## config.mk

```make
export PLATFORM = sky130hd
export DESIGN_NAME = a10_xcvr_reset_sequencer
export DESIGN_NICKNAME = d
export VERILOG_FILES = /design/src/rtl/a10_xcvr_reset_pkg.sv /design/src/rtl/a10_xcvr_stable_filter.sv /design/src/rtl/areset_synchronizer.sv /design/src/rtl/ff_synchronizer.sv /design/src/rtl/a10_xcvr_reset_sequencer.sv
export SDC_FILE = /design/constraint.sdc
export NUM_CORES = 1
export LEC_CHECK = 0
export BUFFER_PORTS_ARGS = -buffer_cell sky130_fd_sc_hd__buf_2
export CORE_MARGIN = 1.5
export CORE_UTILIZATION = 50
export CTS_BUF_LIST = sky130_fd_sc_hd__clkbuf_16
export DETAILED_ROUTE_END_ITERATION = 6
export HOLD_SLACK_MARGIN = 0.15
export PLACE_DENSITY = 0.83
export SLEW_MARGIN = 20
export SYNTH_ARGS = -nofsm -noshare
export SYNTH_HDL_FRONTEND = slang
export SYNTH_SLANG_ARGS = --single-unit
```

## constraint.sdc

```tcl
create_clock -name clk -period 1 [get_ports clk]
set_input_delay 0.15 -clock clk [delete_from_list [all_inputs] [get_ports clk]]
set_output_delay 0.15 -clock clk [all_outputs]
set_load 0.02 [all_outputs]
```

## src/rtl/a10_xcvr_reset_pkg.sv

```systemverilog
// a10_xcvr_reset_pkg: shared types for the transceiver reset sequencer.
// State enums and the delay-counter width helper.
package a10_xcvr_reset_pkg;

  typedef enum logic [1:0] {
    TX_RESET      = 2'd0,
    TX_ANALOG_REL = 2'd1,
    TX_READY      = 2'd2
  } tx_state_t;

  typedef enum logic [1:0] {
    RX_RESET    = 2'd0,
    RX_WAIT_LTD = 2'd1,
    RX_READY    = 2'd2
  } rx_state_t;

  // Wide enough for DELAY-1, never narrower than one bit.
  function automatic int cnt_width(input int delay);
    return $clog2(delay < 2 ? 2 : delay);
  endfunction

endpackage

```

## src/rtl/a10_xcvr_stable_filter.sv

```systemverilog
// a10_xcvr_stable_filter: asserts stable once din held high DELAY
// consecutive enabled cycles; any low or disabled cycle restarts it.
module a10_xcvr_stable_filter #(
  parameter int DELAY = 20
) (
  input  logic clk,
  input  logic reset,
  input  logic enable,
  input  logic din,
  output logic stable
);

  import a10_xcvr_reset_pkg::*;

  localparam int         W    = cnt_width(DELAY);
  localparam logic [W-1:0] LOAD = W'(DELAY - 1);

  logic [W-1:0] cnt;

  // Reload on any break in lock, count down and hold at zero.
  always_ff @(posedge clk or posedge reset) begin
    if (reset)                cnt <= LOAD;
    else if (!enable || !din) cnt <= LOAD;
    else if (cnt != '0)       cnt <= cnt - 1'b1;
  end

  assign stable = enable && din && (cnt == '0);

endmodule

```

## src/rtl/areset_synchronizer.sv

```systemverilog
// areset_synchronizer: async-assert, sync-deassert reset bridge.
// Output sreset is active-high regardless of input polarity.
module areset_synchronizer #(
  parameter logic ACTIVE_LEVEL = 1'b0,
  parameter int   EXTRA_STAGES = 0
) (
  input  logic clk,
  input  logic areset,
  output logic sreset
);

  localparam int N = 2 + EXTRA_STAGES;

  logic         arst;
  logic [N-1:0] chain;

  assign arst = (areset == ACTIVE_LEVEL);

  // Fill with ones on assertion, shift zeros in once released.
  always_ff @(posedge clk or posedge arst) begin
    if (arst) chain <= '1;
    else      chain <= {chain[N-2:0], 1'b0};
  end

  assign sreset = chain[N-1];

endmodule

```

## src/rtl/ff_synchronizer.sv

```systemverilog
// ff_synchronizer: multi-flop synchronizer for slow async levels.
// Latency is 2+EXTRA_STAGES clocks; reset value is configurable.
module ff_synchronizer #(
  parameter int               WIDTH        = 1,
  parameter int               EXTRA_STAGES = 0,
  parameter logic [WIDTH-1:0] RESET_VAL    = '0
) (
  input  logic             clk,
  input  logic             reset,
  input  logic [WIDTH-1:0] data_in,
  output logic [WIDTH-1:0] data_out
);

  localparam int N = 2 + EXTRA_STAGES;

  logic [N-1:0][WIDTH-1:0] chain;

  // Plain shift chain; held at the pessimistic value in reset.
  always_ff @(posedge clk or posedge reset) begin
    if (reset) chain <= {N{RESET_VAL}};
    else       chain <= {chain[N-2:0], data_in};
  end

  assign data_out = chain[N-1];

endmodule

```

## src/rtl/a10_xcvr_reset_sequencer.sv

```systemverilog
// a10_xcvr_reset_sequencer: TX/RX reset sequencing for one
// Arria 10 channel, with independent TX and RX state machines.
module a10_xcvr_reset_sequencer #(
  parameter int TX_DIG_DELAY = 20,
  parameter int RX_DIG_DELAY = 20,
  parameter int SYNC_STAGES  = 1
) (
  input  logic clk,
  input  logic reset_n,
  input  logic pll_powerdown,
  input  logic pll_locked,
  input  logic tx_cal_busy,
  input  logic rx_cal_busy,
  input  logic rx_is_lockedtodata,
  output logic tx_analogreset,
  output logic tx_digitalreset,
  output logic rx_analogreset,
  output logic rx_digitalreset,
  output logic tx_ready,
  output logic rx_ready
);

  import a10_xcvr_reset_pkg::*;

  localparam int            TW      = cnt_width(TX_DIG_DELAY);
  localparam logic [TW-1:0] TX_LOAD = TW'(TX_DIG_DELAY - 1);

  logic sreset;
  logic pll_locked_s;
  logic tx_cal_busy_s;
  logic rx_cal_busy_s;
  logic rx_is_lockedtodata_s;

  areset_synchronizer #(
    .ACTIVE_LEVEL (1'b0),
    .EXTRA_STAGES (0)
  ) u_rst_sync (
    .clk    (clk),
    .areset (reset_n),
    .sreset (sreset)
  );

  ff_synchronizer #(
    .WIDTH (1), .EXTRA_STAGES (SYNC_STAGES), .RESET_VAL (1'b0)
  ) u_sync_lock (
    .clk (clk), .reset (sreset),
    .data_in (pll_locked), .data_out (pll_locked_s)
  );

  ff_synchronizer #(
    .WIDTH (1), .EXTRA_STAGES (SYNC_STAGES), .RESET_VAL (1'b1)
  ) u_sync_txbusy (
    .clk (clk), .reset (sreset),
    .data_in (tx_cal_busy), .data_out (tx_cal_busy_s)
  );

  ff_synchronizer #(
    .WIDTH (1), .EXTRA_STAGES (SYNC_STAGES), .RESET_VAL (1'b1)
  ) u_sync_rxbusy (
    .clk (clk), .reset (sreset),
    .data_in (rx_cal_busy), .data_out (rx_cal_busy_s)
  );

  ff_synchronizer #(
    .WIDTH (1), .EXTRA_STAGES (SYNC_STAGES), .RESET_VAL (1'b0)
  ) u_sync_ltd (
    .clk (clk), .reset (sreset),
    .data_in (rx_is_lockedtodata), .data_out (rx_is_lockedtodata_s)
  );

  tx_state_t     tx_state, tx_next;
  logic [TW-1:0] tx_cnt, tx_cnt_next;
  logic          tx_abort;

  assign tx_abort = pll_powerdown || !pll_locked_s || tx_cal_busy_s;

  // TX state and delay counter registers.
  always_ff @(posedge clk or posedge sreset) begin
    if (sreset) begin
      tx_state <= TX_RESET;
      tx_cnt   <= TX_LOAD;
    end else begin
      tx_state <= tx_next;
      tx_cnt   <= tx_cnt_next;
    end
  end

  // TX next state; abort beats counter expiry, counter reloads on exit.
  always_comb begin
    tx_next     = tx_state;
    tx_cnt_next = tx_cnt;
    unique case (tx_state)
      TX_RESET: begin
        tx_cnt_next = TX_LOAD;
        if (!tx_abort) tx_next = TX_ANALOG_REL;
      end
      TX_ANALOG_REL: begin
        if (tx_abort) begin
          tx_next     = TX_RESET;
          tx_cnt_next = TX_LOAD;
        end else if (tx_cnt == '0) begin
          tx_next = TX_READY;
        end else begin
          tx_cnt_next = tx_cnt - 1'b1;
        end
      end
      TX_READY: begin
        if (tx_abort) begin
          tx_next     = TX_RESET;
          tx_cnt_next = TX_LOAD;
        end
      end
      default: begin
        tx_next     = TX_RESET;
        tx_cnt_next = TX_LOAD;
      end
    endcase
  end

  // TX outputs registered from the current state.
  always_ff @(posedge clk or posedge sreset) begin
    if (sreset) begin
      tx_analogreset  <= 1'b1;
      tx_digitalreset <= 1'b1;
      tx_ready        <= 1'b0;
    end else begin
      tx_analogreset  <= !(tx_state == TX_ANALOG_REL ||
                           tx_state == TX_READY);
      tx_digitalreset <= (tx_state != TX_READY);
      tx_ready        <= (tx_state == TX_READY);
    end
  end

  rx_state_t rx_state, rx_next;
  logic      rx_stable;

  a10_xcvr_stable_filter #(
    .DELAY (RX_DIG_DELAY)
  ) u_ltd_filter (
    .clk    (clk),
    .reset  (sreset),
    .enable (rx_state == RX_WAIT_LTD),
    .din    (rx_is_lockedtodata_s),
    .stable (rx_stable)
  );

  // RX state register.
  always_ff @(posedge clk or posedge sreset) begin
    if (sreset) rx_state <= RX_RESET;
    else        rx_state <= rx_next;
  end

  // RX next state; calibration busy overrides everything.
  always_comb begin
    rx_next = rx_state;
    unique case (rx_state)
      RX_RESET: begin
        if (!rx_cal_busy_s) rx_next = RX_WAIT_LTD;
      end
      RX_WAIT_LTD: begin
        if (rx_cal_busy_s)  rx_next = RX_RESET;
        else if (rx_stable) rx_next = RX_READY;
      end
      RX_READY: begin
        if (rx_cal_busy_s)              rx_next = RX_RESET;
        else if (!rx_is_lockedtodata_s) rx_next = RX_WAIT_LTD;
      end
      default: rx_next = RX_RESET;
    endcase
  end

  // RX outputs registered from the current state.
  always_ff @(posedge clk or posedge sreset) begin
    if (sreset) begin
      rx_analogreset  <= 1'b1;
      rx_digitalreset <= 1'b1;
      rx_ready        <= 1'b0;
    end else begin
      rx_analogreset  <= !(rx_state == RX_WAIT_LTD ||
                           rx_state == RX_READY);
      rx_digitalreset <= (rx_state != RX_READY);
      rx_ready        <= (rx_state == RX_READY);
    end
  end

endmodule

```

* Yosys cells after proc, flatten, opt, wreduce, memory -nomap -nowiden
Cells that the tools add are included.
** Operators by class
- Add/subtract/negate cells :: 2
- Equality and inequality tests :: 13
- Muxes and demuxes :: 17
- Reduce and logical (&&, ||, !) cells :: 21
** Operators by type and width (number)
- 5-bit two-way mux :: 5
- 2-bit two-way mux :: 9
- 3-bit inequality test (second input constant) :: 4
- 2-bit case mux with 3 select lines :: 2
- 5-bit zero test :: 2
- 2-bit inequality test (second input constant) :: 5
- 5-bit case mux with 2 select lines :: 1
- 5-bit by 1-bit subtractor with 5-bit output (second input constant) :: 2
- 3-bit AND reduction :: 2
- 1-bit zero test :: 5
- 1-bit logical OR :: 5
- 5-bit nonzero test :: 1
- 2-bit by 1-bit equality test with 1-bit output (second input constant) :: 2
- 2-bit equality test (second input constant) :: 2
- 2-bit zero test :: 2
- 1-bit logical AND :: 2
- 2-bit AND reduction :: 1
- 2-bit nonzero test :: 1
** Storage, ports and cells
- Register bits :: 34
- Output and inout bits :: 6

* Logic depth before layout (Yosys ltp)
Gate-level depths: netlist of run 1.
- Depth in word-level cells :: 6
- Gate-level depth with buffers :: 7

* By module
From an unflattened synthesis of run 1, not the netlist that was laid out.
** Unflattened totals
- Cell total of the unflattened synthesis :: 116
- Area total of the unflattened synthesis :: 1471.4 sq um
** Modules (own cells, without submodules)
- a10_xcvr_reset_sequencer :: times used 1, cells each 70, area each 808.3 sq um, sequential area each 384.1 sq um
- a10_xcvr_stable_filter :: times used 1, cells each 27, area each 284.0 sq um, sequential area each 128.9 sq um
- ff_synchronizer at u_sync_rxbusy ... :: times used 2, cells each 4, area each 82.6 sq um, sequential area each 78.8 sq um
- ff_synchronizer at u_sync_lock ... :: times used 2, cells each 4, area each 78.8 sq um, sequential area each 75.1 sq um
- areset_synchronizer :: times used 1, cells each 3, area each 56.3 sq um, sequential area each 52.6 sq um

* Worst setup path after synthesis of run 1
OpenSTA, ideal clock, no wires.
- Kind :: flip-flop to flip-flop
- From :: reg u_ltd_filter.cnt[0]
- To :: reg rx_state[1]
- Setup time :: 0.122 ns
- Data arrival time :: 1.657 ns
- Slack :: -0.778 ns
- Stages on the path, launching flop included :: 8
- Buffers on the path :: 1
- Path through :: dfstp_2 -> inv_1 -> ha_1 -> or4b_1 -> buf_2 -> nor4b_4 -> nor3_2 -> a32o_1
** Between the ends
- Cells in the longest elaborated chain, start to end :: 4
** Ends and longest elaborated chain
- start: declaration :: RTL line a10_xcvr_stable_filter.sv:18 : logic [W-1:0] cnt;
- start signal: assignment :: RTL line a10_xcvr_stable_filter.sv:24 : else if (cnt != '0) cnt <= cnt - 1'b1;
- 5-bit zero test :: RTL line a10_xcvr_stable_filter.sv:27 : assign stable = enable && din && (cnt == '0);
- 1-bit logical AND :: RTL line a10_xcvr_stable_filter.sv:27
- 3-bit inequality test (no source line)
- 3-bit AND reduction (no source line)
- end signal: assignment :: RTL line a10_xcvr_reset_sequencer.sv:150 : else rx_state <= rx_next;
- end: declaration :: RTL line a10_xcvr_reset_sequencer.sv:134 : rx_state_t rx_state, rx_next;
Every way passes these cells.
A chain may end at the register's enable or synchronous reset.

* Worst setup path in the final report of run 1
Ends and elaborated chain as after synthesis.

==> results of run 1 <==
through the flow:
step,util (%),instance area (sq um),setup TNS [ns],cells
floorplan,-,1509,-4.837,121
global placement,66.22,1810,-5.933,192
detailed placement,66.22,1810,-6.519,192
CTS,76.93,2103,-7.147,208
global route,81.14,2218,-7.832,209
finish,81.14,2218,-7.075,209
state kept, by name, summed over array words and instances (netlist names), 2 cells and up:
signal	cells
tx_cnt	5
u_ltd_filter.cnt	5
rx_state	2
tx_state	2
u_rst_sync.chain	2
u_sync_lock.chain	2
u_sync_ltd.chain	2
u_sync_rxbusy.chain	2
u_sync_txbusy.chain	2
area by class of cell:
| class | instances | area (sq um) |
|---|---|---|
| Clock buffer | 5 | 125.1 |
| Clock inverter | 3 | 21.27 |
| Fill cell | 133 | 515.5 |
| Inverter | 15 | 62.56 |
| Multi-Input combinational cell | 69 | 660.6 |
| Sequential cell | 34 | 873.3 |
| Tap cell | 31 | 38.79 |
| Timing Repair Buffer | 52 | 436.7 |
logic make-up (layout without fill, tap and decap cells):
kind of cell | after synthesis | after routing
AO/OA/AOI/OAI | 19 | 19
XOR/XNOR | 2 | 2
AND/OR/NAND/NOR | 35 | 35
multiplexers | 2 | 2
other | 1 | 1
adder cells (fa/ha/maj) | 10 | 10
flip-flops | 34 | 34
buffers and inverters | 18 | 75
cell usage after synthesis (all sizes together) (2+ instances only):
| library cell | number |
|---|---|
| dfstp | 18 |
| dfrtp | 16 |
| inv | 15 |
| ha | 10 |
| nor3 | 7 |
| o21ai | 7 |
| nand2 | 6 |
| nor2 | 6 |
| a21oi | 5 |
| nand3 | 5 |
| nand2b | 3 |
| a31oi | 2 |
| clkbuf | 2 |
| nor2b | 2 |
| nor4b | 2 |
layer usage:
metal	global-route usage (%)	vias up	share of wire (%)
met5	0	-	0
met4	12.24	0	2.2
met3	7.143	9	3.7
met2	37.38	28	54
met1	23.53	565	40
li1	-	516	-
power breakdown:
group | switching [W] | total (W) | internal (W) | leakage (nW)
clock | 0.000564 | 0.00148 | 0.000919 | 0.0698
combinational | 0.000603 | 0.00123 | 0.000625 | 0.501
sequential | 0.0000982 | 0.00168 | 0.00158 | 0.394
total | 0.00126 | 0.00439 | 0.00312 | 0.965
final timing paths:
check	endpoint	slack (ns)	startpoint
worst min-delay path	tx_state[1]	0.28	u_rst_sync.chain[1]
worst min register to register	tx_state[1]	0.28	u_rst_sync.chain[1]
worst max-delay path	rx_state[1]	-0.73	u_ltd_filter.cnt[0]
worst max register to register	rx_state[1]	-0.73	u_ltd_filter.cnt[0]
max in group asynchronous	rx_digitalreset	0.46	u_rst_sync.chain[1]
min in group clk	u_sync_ltd.data_out	0.35	u_sync_ltd.chain[1]
worst min-delay path, stage by stage, from the launching register on:
cell        delay (ns)
dfstp_2           0.37
clkinvlp_4        0.06
buf_4             0.21
timing repair:
item	in CTS	in global routing
endpoints found under the hold margin	6	0
pin swaps	5	5
setup endpoints to repair	19	21
buffers inserted	4	2
gates resized for setup	21	26
hold buffers	5	0
==> impl_metrics.tcl, run 1 <==
set metrics [dict create \
    crit_slowest_cell "or4b_4" \
    ys_ff_latch 34 \
    drcViolationCount 0 \
    max_stage_delay_ns 0.47 \
    io_pins 13 \
    synthXorXnorAreaFrac_pct 1.218 \
    path_depth 6 \
    netlist_top_cells_area "dfstp_2 33%, dfrtp_1 28%, ha_1 8.7%" \
    arrival_ns 1.89 \
    yosys.area.top_type "dfstp_2" \
    num_rows 19 \
    synth_edf_count 0 \
    final-hold-violation-count 0 \
    cp-start-kind "register" \
    post_drt_wl_per_cell_um 15.84 \
    clk_pin_slew_ns 0.05 \
    antenna_found_initial 0 \
    area_growth_pct 54.31 \
    async_reset_ff_share_pct 100.0 \
    drive_above_1_share_pct 60.11 \
    fin_nets 194 \
    initial_core_util_pct 52.59 \
    antennaDiodeCount 0 \
    clk_latency_ns 0.28 \
    grt_pass1_vias 1165 \
    crit_path_end_kind "register" \
    htree_levels 2 \
    clock-root-buffer "clkbuf_16" \
    synthesis.nets 138 \
    clk_path_buf_depth 2 \
    violations "setup timing" \
    netlist_area_sq_um 1438 \
    yosysUniqueCellTypes 33 \
    grt_max_degree 18 \
    clock-sinks 34 \
    drt-pass1-iter-count 4 \
    period_minus_slack_ns 1.728 \
    drv_cap 0 \
    worstSetupPathType "register to register" \
    ys.flop_type "dfstp_2" \
    core_sq_um 2734 \
    outcome "complete, but fails checks" \
    r2r_cells 6 \
    place.gp.congestion 0.8039 \
    synth_compound_area_share_pct 7.920 \
    drtIter0Drc 28 \
    track_usage_pct 21.85 \
    finalClockSkew_ns 0.004162 \
    muxShareOfSynthArea_pct 1.480 \
    numCtsBuffers 5 \
    port_buffers 12 \
    overflow 0 \
    synthCells 121 \
    synth_top_family_by_area "simple AND/OR/NAND/NOR gates" \
    synth_top_area_share_pct 32.90 \
    dp_slack_ns -0.7137 \
    die_area_sq_um 3206 \
    seq_area_frac_synth_pct 60.75 \
    viasPerCell 5.349 \
    cp.required_ns 1.16 \
    power.density_nw_per_um2 1978 \
    path_cells "inv_2 -> ha_4 -> or4b_4 -> nor4b_4 -> nor3_2 -> a32o_1" \
    cts_tree "built" \
    die_h_um 56.62 \
    final_max_slew_viol_count 0 \
    layout_common_cells "27 x buf_4, 18 x dfstp_2, 16 x dfrtp_1" \
    timing.hold.ws_ns 0.2830 \
    synth_fa_ha_area_share_pct 8.703 \
    crit_family "simple AND/OR/NAND/NOR gates" \
    num_vias 1118 \
    synth.avg_cell_area_sq_um 11.88 \
    final-setup-viol-count 18 \
    grt_pass1_wl_mm 5.071 \
    rsz0062_at_grt "true" \
    mostFrequentLayoutCell "buf_4" \
    fin_crit_sh_pct 172.8 \
    yosys_warnings 0 \
    die_w_um 56.62 \
    hp-class "register to async pin" \
    cp_max_fo 2 \
    vdd_ir_drop_max_v 0.002464 \
    synthSimpleGateAreaFrac_pct 14.88 \
    ant_nets 0 \
    totalWireLength_mm 3.311 \
    leakage_nw 0.9653 \
    post-dp-hpwl_mm 2.028 \
    fmax_ghz 0.5786 \
    setup_ws_ns -0.7283 \
    finalPower_w 0.004388 \
    crit_buf_inv 1 \
]
Power figures use the tool's default switching activity.
==> inputs of run 2 (changes only) <==
--- a/config.mk
+++ b/config.mk
@@ -11,7 +11,8 @@
 export CTS_BUF_LIST = sky130_fd_sc_hd__clkbuf_16
 export DETAILED_ROUTE_END_ITERATION = 6
 export HOLD_SLACK_MARGIN = 0.15
-export PLACE_DENSITY = 0.83
+export PLACE_DENSITY = 0.8
+export REMOVE_ABC_BUFFERS = 1
 export SLEW_MARGIN = 20
 export SYNTH_ARGS = -nofsm -noshare
 export SYNTH_HDL_FRONTEND = slang
==> constraint.sdc (replaced) <==
create_clock -name clk -period 2.1 [get_ports clk]
set_input_delay 0.315 -clock clk [delete_from_list [all_inputs] [get_ports clk]]
set_output_delay 0.315 -clock clk [all_outputs]
set_load 0.02 [all_outputs]
==> run 2 against run 1 <==
  * The run now ends clean
  * Core utilization decreased by 18 points
  * Critical endpoint unchanged
  * Combinational power decreased by 74%
  * Register-to-register slack improved by 0.92 ns
==> impl_metrics.tcl, run 2 (same netlist as run 1, synthesis figures left out) <==
set metrics [dict create \
    outcome "complete, no violations" \
    initial_core_util_pct 52.59 \
    grt_max_degree 33 \
    cts_resized 0 \
    vdd_ir_drop_max_v 0.0008672 \
    leakage_nw 0.7933 \
    regToRegEndpoint "rx_state[1]" \
    finalClockSkew_ns 0.005981 \
    viasPerCell 5.165 \
    overflow 0 \
    htree_levels 2 \
    post-dp-hpwl_mm 1.545 \
    reg_top3 "tx_cnt: 5 flops, u_ltd_filter.cnt: 5 flops" \
    r2r_cells 6 \
    fin_area_sq_um 1725 \
    period_minus_slack_ns 1.913 \
    totalWireLength_mm 2.227 \
    power.density_nw_per_um2 1025 \
    hp-class "register to async pin" \
    post_drt_wl_per_cell_um 12.65 \
    tightest_slew_ns 0.5300 \
    antenna_found_initial 0 \
    critical_path.startpoint "u_ltd_filter.cnt[0]" \
    num_rows 19 \
    worstSetupPathType "register to register" \
    holdBufCountCts 5 \
    grt_pass1_vias 922 \
    area_growth_pct 20.02 \
    fin_crit_sh_pct 91.10 \
    fin_nets 161 \
    post_cts_buffers 0 \
    slew_headroom_pct 64.59 \
    crit_path_end_kind "register" \
    rrSetupSlack_ns 0.19 \
    port_buffers 12 \
    drive_above_1_share_pct 28.28 \
    final.setup.tns_ns 0 \
    die_w_um 56.62 \
    cp_max_fo 6 \
    clk_latency_ns 0.27 \
    timing.hold.ws_ns 0.3184 \
    place.gp.congestion 0.7963 \
    num_vias 909 \
    cp.required_ns 2.26 \
    final_max_slew_viol_count 0 \
    clock-sinks 34 \
    rsz0062_at_grt "false" \
    clk_pin_slew_ns 0.05 \
    die_area_sq_um 3206 \
    drtIter0Drc 22 \
    ant_nets 0 \
    io_pins 13 \
    arrival_ns 2.07 \
    fmax_ghz 0.5227 \
    cts_tree "built" \
    clock-root-buffer "clkbuf_16" \
    core_sq_um 2734 \
    final-hold-violation-count 0 \
    clk_path_buf_depth 2 \
    cp-start-kind "register" \
    placedInstanceArea_sq_um 1539 \
    numCtsBuffers 5 \
    layout_common_cells "18 x inv_1, 18 x dfstp_2, 16 x dfrtp_1" \
    antennaDiodeCount 0 \
    drcViolationCount 0 \
    grt_pass1_wl_mm 3.933 \
    final-setup-viol-count 0 \
    track_usage_pct 16.54 \
    die_h_um 56.62 \
    reg2reg_from "u_ltd_filter.cnt[0]" \
    drv_cap 0 \
    drt-pass1-iter-count 4 \
    fill_cells 201 \
]
## run 2: cell types whose count changed in the layout (fill, tap and decap cells not counted), moves of 5 or more
cell     previous run  this run
inv_1               6        18
inv_2               7         0
buf_6              11         0
ha_1                4        10
o21ai_0             1         6
ha_4                5         0
buf_4              27         2
## run 2: worst max-delay path by stage
| stage | end | slack [ns] | depth (start not counted) |
|---|---|---|---|
| after global routing | rx_state[1] | 0.09 | 6 |
| after CTS | rx_state[1] | 0.18 | 6 |
| after floorplan | rx_state[1] | 0.30 | 6 |
| after detailed placement | rx_state[1] | 0.19 | 6 |
| after global placement | rx_state[1] | 0.25 | 6 |
| final | rx_state[1] | 0.19 | 6 |
## run 2: final cells by class
cell class              count  area [sq um]  area share (%)
clock buffers               5         125.1           7.252
repair buffers             19         125.1           7.252
clock inverters             3         11.26          0.6526
inverters                  15         56.30           3.263
well taps                  31         38.79           2.248
multi-input cells          69         495.5           28.72
flip-flops and latches     34         873.3           50.62
## run 2: metal layers
layer	vias to the layer above	share of wire, %	global-route usage [%]
met1	439	43	19.09
met3	5	3.0	4.147
met5	-	0	0
li1	450	-	-
met2	15	53	27.91
met4	0	1.4	9.184
## run 2: worst max-delay path, cell delays in order, from the launching register on
cell and delay [ns]:
dfstp_2 0.37, inv_1 0.06, ha_1 0.17, or4b_1 0.60, nor4b_4 0.30, nor3_2 0.10, a32o_1 0.21
## run 2: stage by stage
step	power, W	instances	utilization [%]	setup WS (ns)
6_report	0.001768	176	63.11	0.1869
5_1_grt	0.001877	176	63.11	0.09214
4_1_cts	0.001799	176	63.11	0.1802
3_5_place_dp	0.001118	163	56.29	0.1928
3_3_place_gp	0.001091	163	56.29	0.2464
2_1_floorplan	0.001030	118	-	0.3012
## run 2: report_power, final
group	switching (W)	total, W	internal, W
clock	0.000231	0.000656	0.000424
combinational	0.000191	0.000323	0.000132
sequential	0.0000375	0.000790	0.000752
total	0.000460	0.00177	0.00131
==> inputs of run 3 (changes only) <==
--- a/config.mk
+++ b/config.mk
@@ -11,6 +11,7 @@
 export CTS_BUF_LIST = sky130_fd_sc_hd__clkbuf_16
 export DETAILED_ROUTE_END_ITERATION = 6
 export HOLD_SLACK_MARGIN = 0.15
+export MAX_ROUTING_LAYER = met4
 export PLACE_DENSITY = 0.8
 export REMOVE_ABC_BUFFERS = 1
 export SLEW_MARGIN = 20
==> run 3 against run 2 <==
  * Core utilization unchanged
  * Flip-flop and latch count is the same
  * Worst setup slack about the same
  * Clock power about the same
  * Combinational power barely moved
  * Wire length rose by 0.22%
  * Die area unchanged
  * Hold slack improved by 0.00070 ns
  * Global-route usage grew 0.62 points
  * Via count fell by 0.22%
  * Cell area did not move
  * Critical path type unchanged
  * Highest routed layer unchanged
==> impl_metrics.tcl, run 3 (same netlist as run 1, synthesis figures left out) <==
set metrics [dict create \
    outcome "complete, no violations" \
    num_rows 19 \
    fill_cells 201 \
    finalPower_w 0.001767 \
    ant_nets 0 \
    place.gp.congestion 0.8077 \
    drv_cap 0 \
    drt-pass1-iter-count 4 \
    htree_levels 2 \
    die_w_um 56.62 \
    totalWireLength_mm 2.232 \
    combinationalPowerShare_pct 18.3 \
    fin_nets 161 \
    clk_latency_ns 0.27 \
    final.setup.tns_ns 0 \
    regToRegEndpoint "rx_state[1]" \
    leakage_nw 0.7933 \
    period_minus_slack_ns 1.913 \
    cp_max_fo 6 \
    grt_pass1_wl_mm 3.939 \
    clk_pin_slew_ns 0.05 \
    area_growth_pct 20.02 \
    r2r_cells 6 \
    p_switching_w 0.0004589 \
    internal-power_w 0.001308 \
    pwr-share-clk_pct 37.0 \
    grt_max_degree 33 \
    dp_slack_ns 0.1928 \
    drtIter0Drc 22 \
    crit_path_end_kind "register" \
    num_vias 907 \
    worstSetupPathType "register to register" \
    die_area_sq_um 3206 \
    clock-root-buffer "clkbuf_16" \
    io_pins 13 \
    hp-class "register to async pin" \
    power.density_nw_per_um2 1024 \
    pwr-share-seq_pct 44.7 \
    slew_headroom_pct 64.58 \
    layout_common_cells "18 x inv_1, 18 x dfstp_2, 16 x dfrtp_1" \
    tightest_slew_ns 0.5301 \
    initial_core_util_pct 52.59 \
    numCtsBuffers 5 \
    drive_above_1_share_pct 28.28 \
    rsz0062_at_grt "false" \
    overflow 0 \
    fin_util_pct 63.11 \
    placed_cells 163 \
    fin_crit_sh_pct 91.10 \
    reg2reg_from "u_ltd_filter.cnt[0]" \
    vdd_ir_drop_max_v 0.0008704 \
    swShare_pct 25.97 \
    drcViolationCount 0 \
    cp-start-kind "register" \
    track_usage_pct 17.17 \
    cts_tree "built" \
    final-hold-violation-count 0 \
    post_drt_wl_per_cell_um 12.68 \
    fmax_ghz 0.5227 \
    die_h_um 56.62 \
    cp.required_ns 2.26 \
    clock-sinks 34 \
    antennaDiodeCount 0 \
    port_buffers 12 \
    reg_top3 "tx_cnt: 5 flops, u_ltd_filter.cnt: 5 flops" \
    rrSetupSlack_ns 0.19 \
    grt_pass1_vias 924 \
    finalClockSkew_ns 0.005965 \
    final_max_slew_viol_count 0 \
    setup_ws_ns 0.1869 \
    post-dp-hpwl_mm 1.545 \
    cts_resized 0 \
    seq_area_sq_um 873.3 \
    arrival_ns 2.07 \
    viasPerCell 5.153 \
    core_sq_um 2734 \
    antenna_found_initial 0 \
    final-setup-viol-count 0 \
    fin_cells 176 \
    multi_input_area_sq_um 495.5 \
    clk_path_buf_depth 2 \
]
-- run 3: final cells by class --
class | instances | share of cell area [%]
flip-flops and latches | 34 | 50.62
repair buffers | 19 | 7.252
well taps | 31 | 2.248
clock buffers | 5 | 7.252
clock inverters | 3 | 0.6526
inverters | 15 | 3.263
multi-input cells | 69 | 28.72
-- run 3: worst max path at each step --
stage | from | depth (start not counted) | to
after floorplan | u_ltd_filter.cnt[0] | 6 | rx_state[1]
after global placement | u_ltd_filter.cnt[0] | 6 | rx_state[1]
after detailed placement | u_ltd_filter.cnt[0] | 6 | rx_state[1]
after CTS | u_ltd_filter.cnt[0] | 6 | rx_state[1]
after global routing | u_ltd_filter.cnt[0] | 6 | rx_state[1]
final | u_ltd_filter.cnt[0] | 6 | rx_state[1]
-- run 3: what timing repair did --
item                                    4_1_cts  5_1_grt
endpoints found under the setup margin        0        0
hold buffers                                  5        0
setup buffers                                 0        0
hold endpoints to repair                      6        0
-- run 3: power by group through the flow --
stage          logic [W]  clock network, W  registers (W)
6_report        0.000323          0.000654       0.000790
5_1_grt         0.000369          0.000713       0.000799
4_1_cts         0.000328          0.000680       0.000790
3_5_place_dp    0.000320                 0       0.000799
3_3_place_gp    0.000297                 0       0.000793
2_1_floorplan   0.000210                 0       0.000820
-- run 3: routing by layer --
layer | vias up | global-route usage [%] | part of all wire, %
met5 | - | - | 0
met4 | 0 | 7.143 | 0.58
met3 | 2 | 6.221 | 2.8
met2 | 14 | 27.91 | 54
met1 | 441 | 19.09 | 43
li1 | 450 | - | -
-- run 3: per-stage QoR --
step,instance area (sq um),hold WS [ns]
final,1725,0.3191
after global routing,1725,0.3500
after CTS,1725,0.3366
after detailed placement,1539,0.2663
after global placement,1539,0.2629
after floorplan,1425,0.1672
-- run 3: critical path: stages (launching register included) --
cell	delay [ns]
dfstp_2	0.37
inv_1	0.06
ha_1	0.17
or4b_1	0.60
nor4b_4	0.30
nor3_2	0.10
a32o_1	0.21
